<file path="src/rtl/bus_wdt.sv">
// Bus-cycle watchdog: times each CPU bus cycle and drives berr_n when no dtack/vpa termination arrives.
// Optional build macro BUS_WDT_IACK_EXEMPT_EN: interrupt-acknowledge cycles (fc=7) are not timed.
module bus_wdt #(
    parameter int TIMEOUT     = 64,
    parameter int VPA_TIMEOUT = 256,
    parameter int CNT_W       = 9
) (
    input  logic        clk,
    input  logic        rst_n,
    input  logic        en,
    input  logic        as_n,
    input  logic        dtack_n,
    input  logic        vpa_n,
    input  logic [2:0]  cpu_fc,
    input  logic [22:0] cpu_addrbus,
    input  logic        clr_fault_n,
    output logic        berr_n,
    output logic        fault_valid,
    output logic [22:0] fault_addr,
    output logic [2:0]  fault_fc,
    output logic [7:0]  fault_cnt
);

    // state    | meaning
    // IDLE     | no bus cycle being timed
    // COUNT    | cycle in progress, counter running toward the active limit
    // BERR     | timeout hit, berr_n held low until as_n is sampled high
    // WAIT_END | cycle terminated (or exempt), waiting for as_n high
    typedef enum logic [1:0] {
        S_IDLE     = 2'd0,
        S_COUNT    = 2'd1,
        S_BERR     = 2'd2,
        S_WAIT_END = 2'd3
    } state_t;

    localparam logic [CNT_W-1:0] LIM_DTACK = CNT_W'(TIMEOUT);
    localparam logic [CNT_W-1:0] LIM_VPA   = CNT_W'(VPA_TIMEOUT);
    localparam logic [CNT_W-1:0] CNT_ONE   = CNT_W'(1);

    state_t           state_q;
    state_t           state_d;
    logic [CNT_W-1:0] cnt_q;
    logic [CNT_W-1:0] cnt_d;
    logic [CNT_W-1:0] limit;
    logic             vpa_seen_q;
    logic             vpa_seen_d;
    logic             shadow_load;
    logic [22:0]      shadow_addr_q;
    logic [2:0]       shadow_fc_q;
    logic             fault_event;
    logic             iack_exempt;
    logic             berr_n_q;
    logic             fault_valid_q;
    logic [22:0]      fault_addr_q;
    logic [2:0]       fault_fc_q;
    logic [7:0]       fault_cnt_q;

`ifdef BUS_WDT_IACK_EXEMPT_EN
    assign iack_exempt = (cpu_fc == 3'b111);
`else
    assign iack_exempt = 1'b0;
`endif

    // vpa_n seen this edge already selects the slow limit, so the compare below uses it at once.
    assign limit = (vpa_seen_q || !vpa_n) ? LIM_VPA : LIM_DTACK;

    always_comb begin
        state_d     = state_q;
        cnt_d       = cnt_q;
        vpa_seen_d  = vpa_seen_q;
        shadow_load = 1'b0;
        fault_event = 1'b0;
        case (state_q)
            S_IDLE: begin
                if (!as_n && en) begin
                    if (iack_exempt) begin
                        state_d = S_WAIT_END;
                    end else begin
                        state_d     = S_COUNT;
                        cnt_d       = CNT_ONE;
                        vpa_seen_d  = 1'b0;
                        shadow_load = 1'b1;
                    end
                end
            end
            S_COUNT: begin
                if (as_n) begin
                    state_d = S_IDLE;
                    cnt_d   = '0;
                end else if (!en) begin
                    state_d = S_IDLE;
                    cnt_d   = '0;
                end else if (!dtack_n) begin
                    state_d = S_WAIT_END;
                end else begin
                    if (!vpa_n) begin
                        vpa_seen_d = 1'b1;
                    end
                    // >= rather than == keeps a late switch to a smaller limit from wrapping
                    if (cnt_q >= limit) begin
                        state_d     = S_BERR;
                        fault_event = 1'b1;
                    end else begin
                        cnt_d = cnt_q + CNT_ONE;
                    end
                end
            end
            S_BERR: begin
                if (as_n) begin
                    state_d = S_IDLE;
                    cnt_d   = '0;
                end
            end
            S_WAIT_END: begin
                if (as_n) begin
                    state_d = S_IDLE;
                    cnt_d   = '0;
                end
            end
            default: begin
                state_d = S_IDLE;
                cnt_d   = '0;
            end
        endcase
    end

    always_ff @(posedge clk or negedge rst_n) begin
        if (!rst_n) begin
            state_q    <= S_IDLE;
            cnt_q      <= '0;
            vpa_seen_q <= 1'b0;
            berr_n_q   <= 1'b1;
        end else begin
            state_q    <= state_d;
            cnt_q      <= cnt_d;
            vpa_seen_q <= vpa_seen_d;
            berr_n_q   <= (state_d != S_BERR);
        end
    end

    always_ff @(posedge clk or negedge rst_n) begin
        if (!rst_n) begin
            shadow_addr_q <= '0;
            shadow_fc_q   <= '0;
        end else if (shadow_load) begin
            shadow_addr_q <= cpu_addrbus;
            shadow_fc_q   <= cpu_fc;
        end
    end

    // First fault wins unless a clear lands on the same edge, in which case the new fault is kept.
    always_ff @(posedge clk or negedge rst_n) begin
        if (!rst_n) begin
            fault_valid_q <= 1'b0;
            fault_addr_q  <= '0;
            fault_fc_q    <= '0;
            fault_cnt_q   <= '0;
        end else if (fault_event) begin
            if (fault_cnt_q != 8'hFF) begin
                fault_cnt_q <= fault_cnt_q + 8'd1;
            end
            if (!fault_valid_q || !clr_fault_n) begin
                fault_valid_q <= 1'b1;
                fault_addr_q  <= shadow_addr_q;
                fault_fc_q    <= shadow_fc_q;
            end
        end else if (!clr_fault_n) begin
            fault_valid_q <= 1'b0;
        end
    end

    assign berr_n      = berr_n_q;
    assign fault_valid = fault_valid_q;
    assign fault_addr  = fault_addr_q;
    assign fault_fc    = fault_fc_q;
    assign fault_cnt   = fault_cnt_q;

    berr_tracks_state: assert property (@(posedge clk) disable iff (!rst_n)
        berr_n_q == (state_q != S_BERR));

endmodule

</file>
<file path="config.mk">
export PLATFORM = sky130hd
export DESIGN_NAME = bus_wdt
export DESIGN_NICKNAME = d
export VERILOG_FILES = /design/src/rtl/bus_wdt.sv
export SDC_FILE = /design/constraint.sdc
export NUM_CORES = 1
export LEC_CHECK = 0
export CELL_PAD_IN_SITES_DETAIL_PLACEMENT = 1
export CELL_PAD_IN_SITES_GLOBAL_PLACEMENT = 1
export CORE_ASPECT_RATIO = 0.9
export CORE_UTILIZATION = 30
export CTS_BUF_LIST = sky130_fd_sc_hd__clkbuf_16
export DETAILED_ROUTE_END_ITERATION = 8
export PLACE_DENSITY_LB_ADDON = 0.1
export SYNTH_ARGS = -nofsm -noshare
export SYNTH_HDL_FRONTEND = slang
export SYNTH_SLANG_ARGS = --single-unit
</file>
<file path="constraint.sdc">
create_clock -name clk -period 6.3 [get_ports clk]
set_clock_uncertainty 0.05 [all_clocks]
set_input_delay 1.26 -clock clk [delete_from_list [all_inputs] [get_ports clk]]
set_output_delay 1.26 -clock clk [all_outputs]
set_load 0.02 [all_outputs]
</file>
# --- Word-level counts from Yosys, hierarchy flattened ---
# Cells that the tools add are included.
op_classes:
  n_eq_ne: 15
  order_cmp: 1
  mux: 31
  n_addsub: 2
  reduce_logical: 15
ops:
  columns: ["operator", "n"]
  rows:
  - ["two-way mux 9 bit", 7]
  - ["case mux 9 bit (3 select lines)", 1]
  - ["two-way mux 1 bit", 15]
  - ["two-way mux 2 bit", 6]
  - ["inequality test 2 bit (second input constant)", 6]
  - ["adder 9 x 1 -> 9 bit (second input constant)", 1]
  - ["greater-or-equal comparator 9 bit", 1]
  - ["adder 8 x 1 -> 8 bit (second input constant)", 1]
  - ["inequality test 4 bit (second input constant)", 2]
  - ["inequality test 8 bit (second input constant)", 1]
  - ["inequality test 2 x 1 -> 1 bit (second input constant)", 3]
  - ["case mux 2 bit (3 select lines)", 1]
  - ["AND reduction 2 bit", 3]
  - ["AND reduction 6 bit", 1]
  - ["== test 2 bit (second input constant)", 2]
  - ["zero test 1 bit", 4]
  - ["AND reduction 4 bit", 1]
  - ["== test 2 x 1 -> 1 bit (second input constant)", 1]
  - ["zero test 2 bit", 1]
  - ["logical OR 1 bit", 2]
  - ["case mux 1 bit (2 select lines)", 1]
  - ["nonzero test 2 bit", 1]
  - ["OR reduction 2 bit", 1]
  - ["logical AND 1 bit", 1]
word_totals:
  word_cells: 74
  reg_bits: 74
  output_inout_bits: 36

# --- Logic depth before layout (Yosys ltp) ---
logic_depth:
  ltp_word: 11
  mapped_depth: 8
  ltp_nobuf: 6

# --- Least setup slack after synthesis ---
# Ideal clock, no wire load.
synth_path:
  path_type: "input -> register"
  from: "in vpa_n"
  to: "reg fault_addr_q[10], in the netlist fault_addr[10]"
  setup_time_ns: 0.125
  path_slack_ns: 2.965
  t_arrival_ns: 3.160
  path_buffers: 2
  path_stages: 8
  cell_sequence: "nor2b_1 -> ha_1 -> buf_2 -> nor4b_4 -> a221oi_4 -> nor3b_4 -> buf_12 -> mux2_4"
synth_between:
  elab_chain_len: 10
synth_lines:
  columns: ["element", "line", "rtl"]
  rows:
  - ["from (decl)", "13", "input logic vpa_n,"]
  - ["zero test 1 bit", null, null]
  - ["logical OR 1 bit", "65", "assign limit = (vpa_seen_q || !vpa_n) ? LIM_VPA : LIM_DTACK;"]
  - ["two-way mux 9 bit", "65", null]
  - ["greater-or-equal comparator 9 bit", "100", "if (cnt_q >= limit) begin"]
  - ["two-way mux 1 bit", "100", null]
  - ["two-way mux 1 bit", "93", "end else if (!dtack_n) begin"]
  - ["two-way mux 1 bit", "90", "end else if (!en) begin"]
  - ["two-way mux 1 bit", "87", "if (as_n) begin"]
  - ["two-way mux 1 bit", "73", "case (state_q)"]
  - ["AND reduction 2 bit (no line)", null, null]
  - ["to (signal assigned)", "164", "fault_addr_q <= shadow_addr_q;"]
  - ["to (decl)", "54", "logic [22:0] fault_addr_q;"]
# Every way passes these cells.
# A chain may end at the register's enable or synchronous reset.

# --- Worst setup path after layout ---
# Same ends and word-level chain as after synthesis.

==> metrics.txt <==
Residual DRC=0; Post-synth EDFFs=0; share of cells above drive strength 1=25.5%; Worst-path clk slew=60 ps; postcts setup bufs=0; Synthesized Nets=286; synth top area cells=dfrtp_1 54%, mux2_2 12%, mux2_4 8.9%; final period utilization=59.4%; clk sinks=74; final setup TNS=0 ps; Final Wtd Congestion=~0.75; first-pass GRT wire length=roughly 12000 µm; CP endpoint kind=flip-flop; hold buffers post-CTS=0; r2r startpoint=vpa_seen_q$_DFFE_PN0P_; largest net degree at the start of global routing=75; vias per cell=4.67; DP HPWL=4860 µm; die area=11700 µm²; commonest non-fill, non-tap cell in the layout=dfrtp_1; ANT cells=0; worst r2r dst=fault_addr[10]$_DFFE_PN0P_; reg-to-reg setup timing slack=3600 ps; Hold Vio Cnt, Final=0; reg2reg path depth=7; WP data arrival=just under 4000 ps; minimum clock period=3740 ps; top cell type's share of synthesized area=54.1%; # resized after CTS=0; worst setup path category=in -> reg; Nets=roughly 360; die height=103 µm; Async S/R FF share, synth=100%; Slew Viols, Final=0; max cap viols=0; unrepaired setup endpoints after global routing=false; Yosys top cell by area=dfrtp_1; design area=roughly 4600 µm²; I/O pin total=69; Ys Warns=0; Rows=36; final antenna-violating net count=0; Seq/Total Area, Yosys=54.8%; filler cell count=approximately 1100; register area=between 1500 and 2000 µm²; Die Span X=114 µm; Num CTS Buffers=9; non-filler instance count after layout=478; Seq cells post-synth=74; Worst Max-Slew Pin Slew=around 970 ps; Worst VDD drop=0.193 mV; area of the multi-input gates=~1400 µm²; clk root buf=clkbuf_16; worst min-delay path startpoint=shadow_addr_q[13]$_DFFE_PN0P_; Vias=2233; total congestion overflow=0; vias in the first global route=approximately 2300; worst hold path class=reg -> reg; pwr dens=~350 nW/µm²; core area=10900 µm²; total wire length=7420 µm; clk_lat worst skew=330 ps; placed insts=approximately 460; Leak Pwr=1.95 nW; most used flip-flop cell after synthesis=dfrtp_1; H-tree levels=3; WHS Endpoint=fault_addr[13]$_DFFE_PN0P_; post-synthesis cell count=248; Layout area overhead=35.6%; final number of setup-violating endpoints=0; post-layout util=42.0%; CP required=6460 ps; Synth cell types=49; placed instance area=4190 µm²; CTS tree=done; CP max FO=26; Starting Density=31.0%; initial antenna violation count=0; Mapped Area=3380 µm²; hold depth=1; most frequent cells in the layout=73 x dfrtp_1, 67 x clkdlybuf4s50_1, 35 x mux2_2; WL per Instance=~16 µm; Avg Cell Area, Syn=~14 µm²; CP Launch Type=input port; GRT Total Usage=~14%; DR iter-0 viols=56; PortBufs=68; Pre-antenna DRT Iters=4; outcome=finished, final reports clean; Highest Clock Rate=between 0.2 and 0.3 GHz; clk buf depth=2; relative slew slack=35.6%
[synthesized netlist by cell type (2+ instances only)]
master,number
a211o_1,3
a211oi_1,5
a21o_1,2
a21oi_1,3
and2_1,2
buf_12,2
buf_2,5
dfrtp_1,73
ha_1,5
inv_1,8
mux2_2,35
mux2_4,20
nand2_1,12
nand2b_1,3
nand3_1,11
nand4_1,2
nor2_1,8
nor2b_1,3
nor3_1,3
o21ai_0,8
o22ai_1,2
o311ai_0,2
xor2_1,5
[state kept, by name, summed over array words and instances (netlist names)]
register and count:
state_q 2, shadow_addr_q 23, fault_addr 23, fault_valid 1, shadow_fc_q 3, vpa_seen_q 1
cnt_q 9, fault_cnt 8, berr_n 1, fault_fc 3
[power breakdown]
| part | total (mW) | internal, mW | switching (mW) |
|---|---|---|---|
| registers | 0.615 | 0.561 | 0.0541 |
| clock network | 0.672 | 0.468 | 0.204 |
| logic | 0.325 | 0.188 | 0.137 |
| total | 1.61 | 1.22 | 0.396 |
[kinds of logic after synthesis]
logic type / synth area share (%)
AO/OA/AOI/OAI: 8.00
XOR/XNOR: 1.30
adder cells (fa/ha/maj): 1.85
buffers and inverters: 3.15
flip-flops: 54.8
multiplexers: 20.5
AND/OR/NAND/NOR: 10.3
[worst max-delay path by stage]
stage	startpoint	endpoint	slack (ps)	cells after the start
floorplan	vpa_n	fault_addr[10]$_DFFE_PN0P_	2960	8
global placement	vpa_n	fault_addr[18]$_DFFE_PN0P_	2260	8
detailed placement	vpa_n	fault_addr[18]$_DFFE_PN0P_	2190	8
CTS	vpa_n	fault_addr[10]$_DFFE_PN0P_	2550	8
global route	vpa_n	fault_addr[8]$_DFFE_PN0P_	2370	8
finish	vpa_n	fault_addr[10]$_DFFE_PN0P_	2560	8
[metrics by stage]
step	power [mW]	setup slack, ps	hold WS, ps
2_1_floorplan	0.797	2960	409
4_1_cts	1.64	2550	453
5_1_grt	1.69	2370	471
3_3_place_gp	0.946	2260	431
6_report	1.61	2560	444
3_5_place_dp	0.953	2190	440
[final cells by class]
type	count	area share (%)
clock buffers	9	4.91
clock inverters	7	3.58
inverters	8	0.655
multi-input cells	157	31.0
flip-flops and latches	74	40.4
well taps	152	4.15
repair buffers	71	15.3
[worst max-delay path, cell delays in order]
cell and delay [ps]:
clkdlybuf4s50_1 470, nor2b_1 200, ha_1 360, nor4b_4 190, a221oi_4 680, nor3b_4 80
buf_4 310, mux2_4 340
[per-layer routing]
metal	up-vias	GRT usage [%]	part of all wire, %
li1	1047	-	-
met1	1123	18.4	48
met2	54	20.6	45
met3	9	5.94	5.1
met4	0	4.60	1.5
met5	-	0	0
Note: power is estimated with default switching activity, not from simulation.
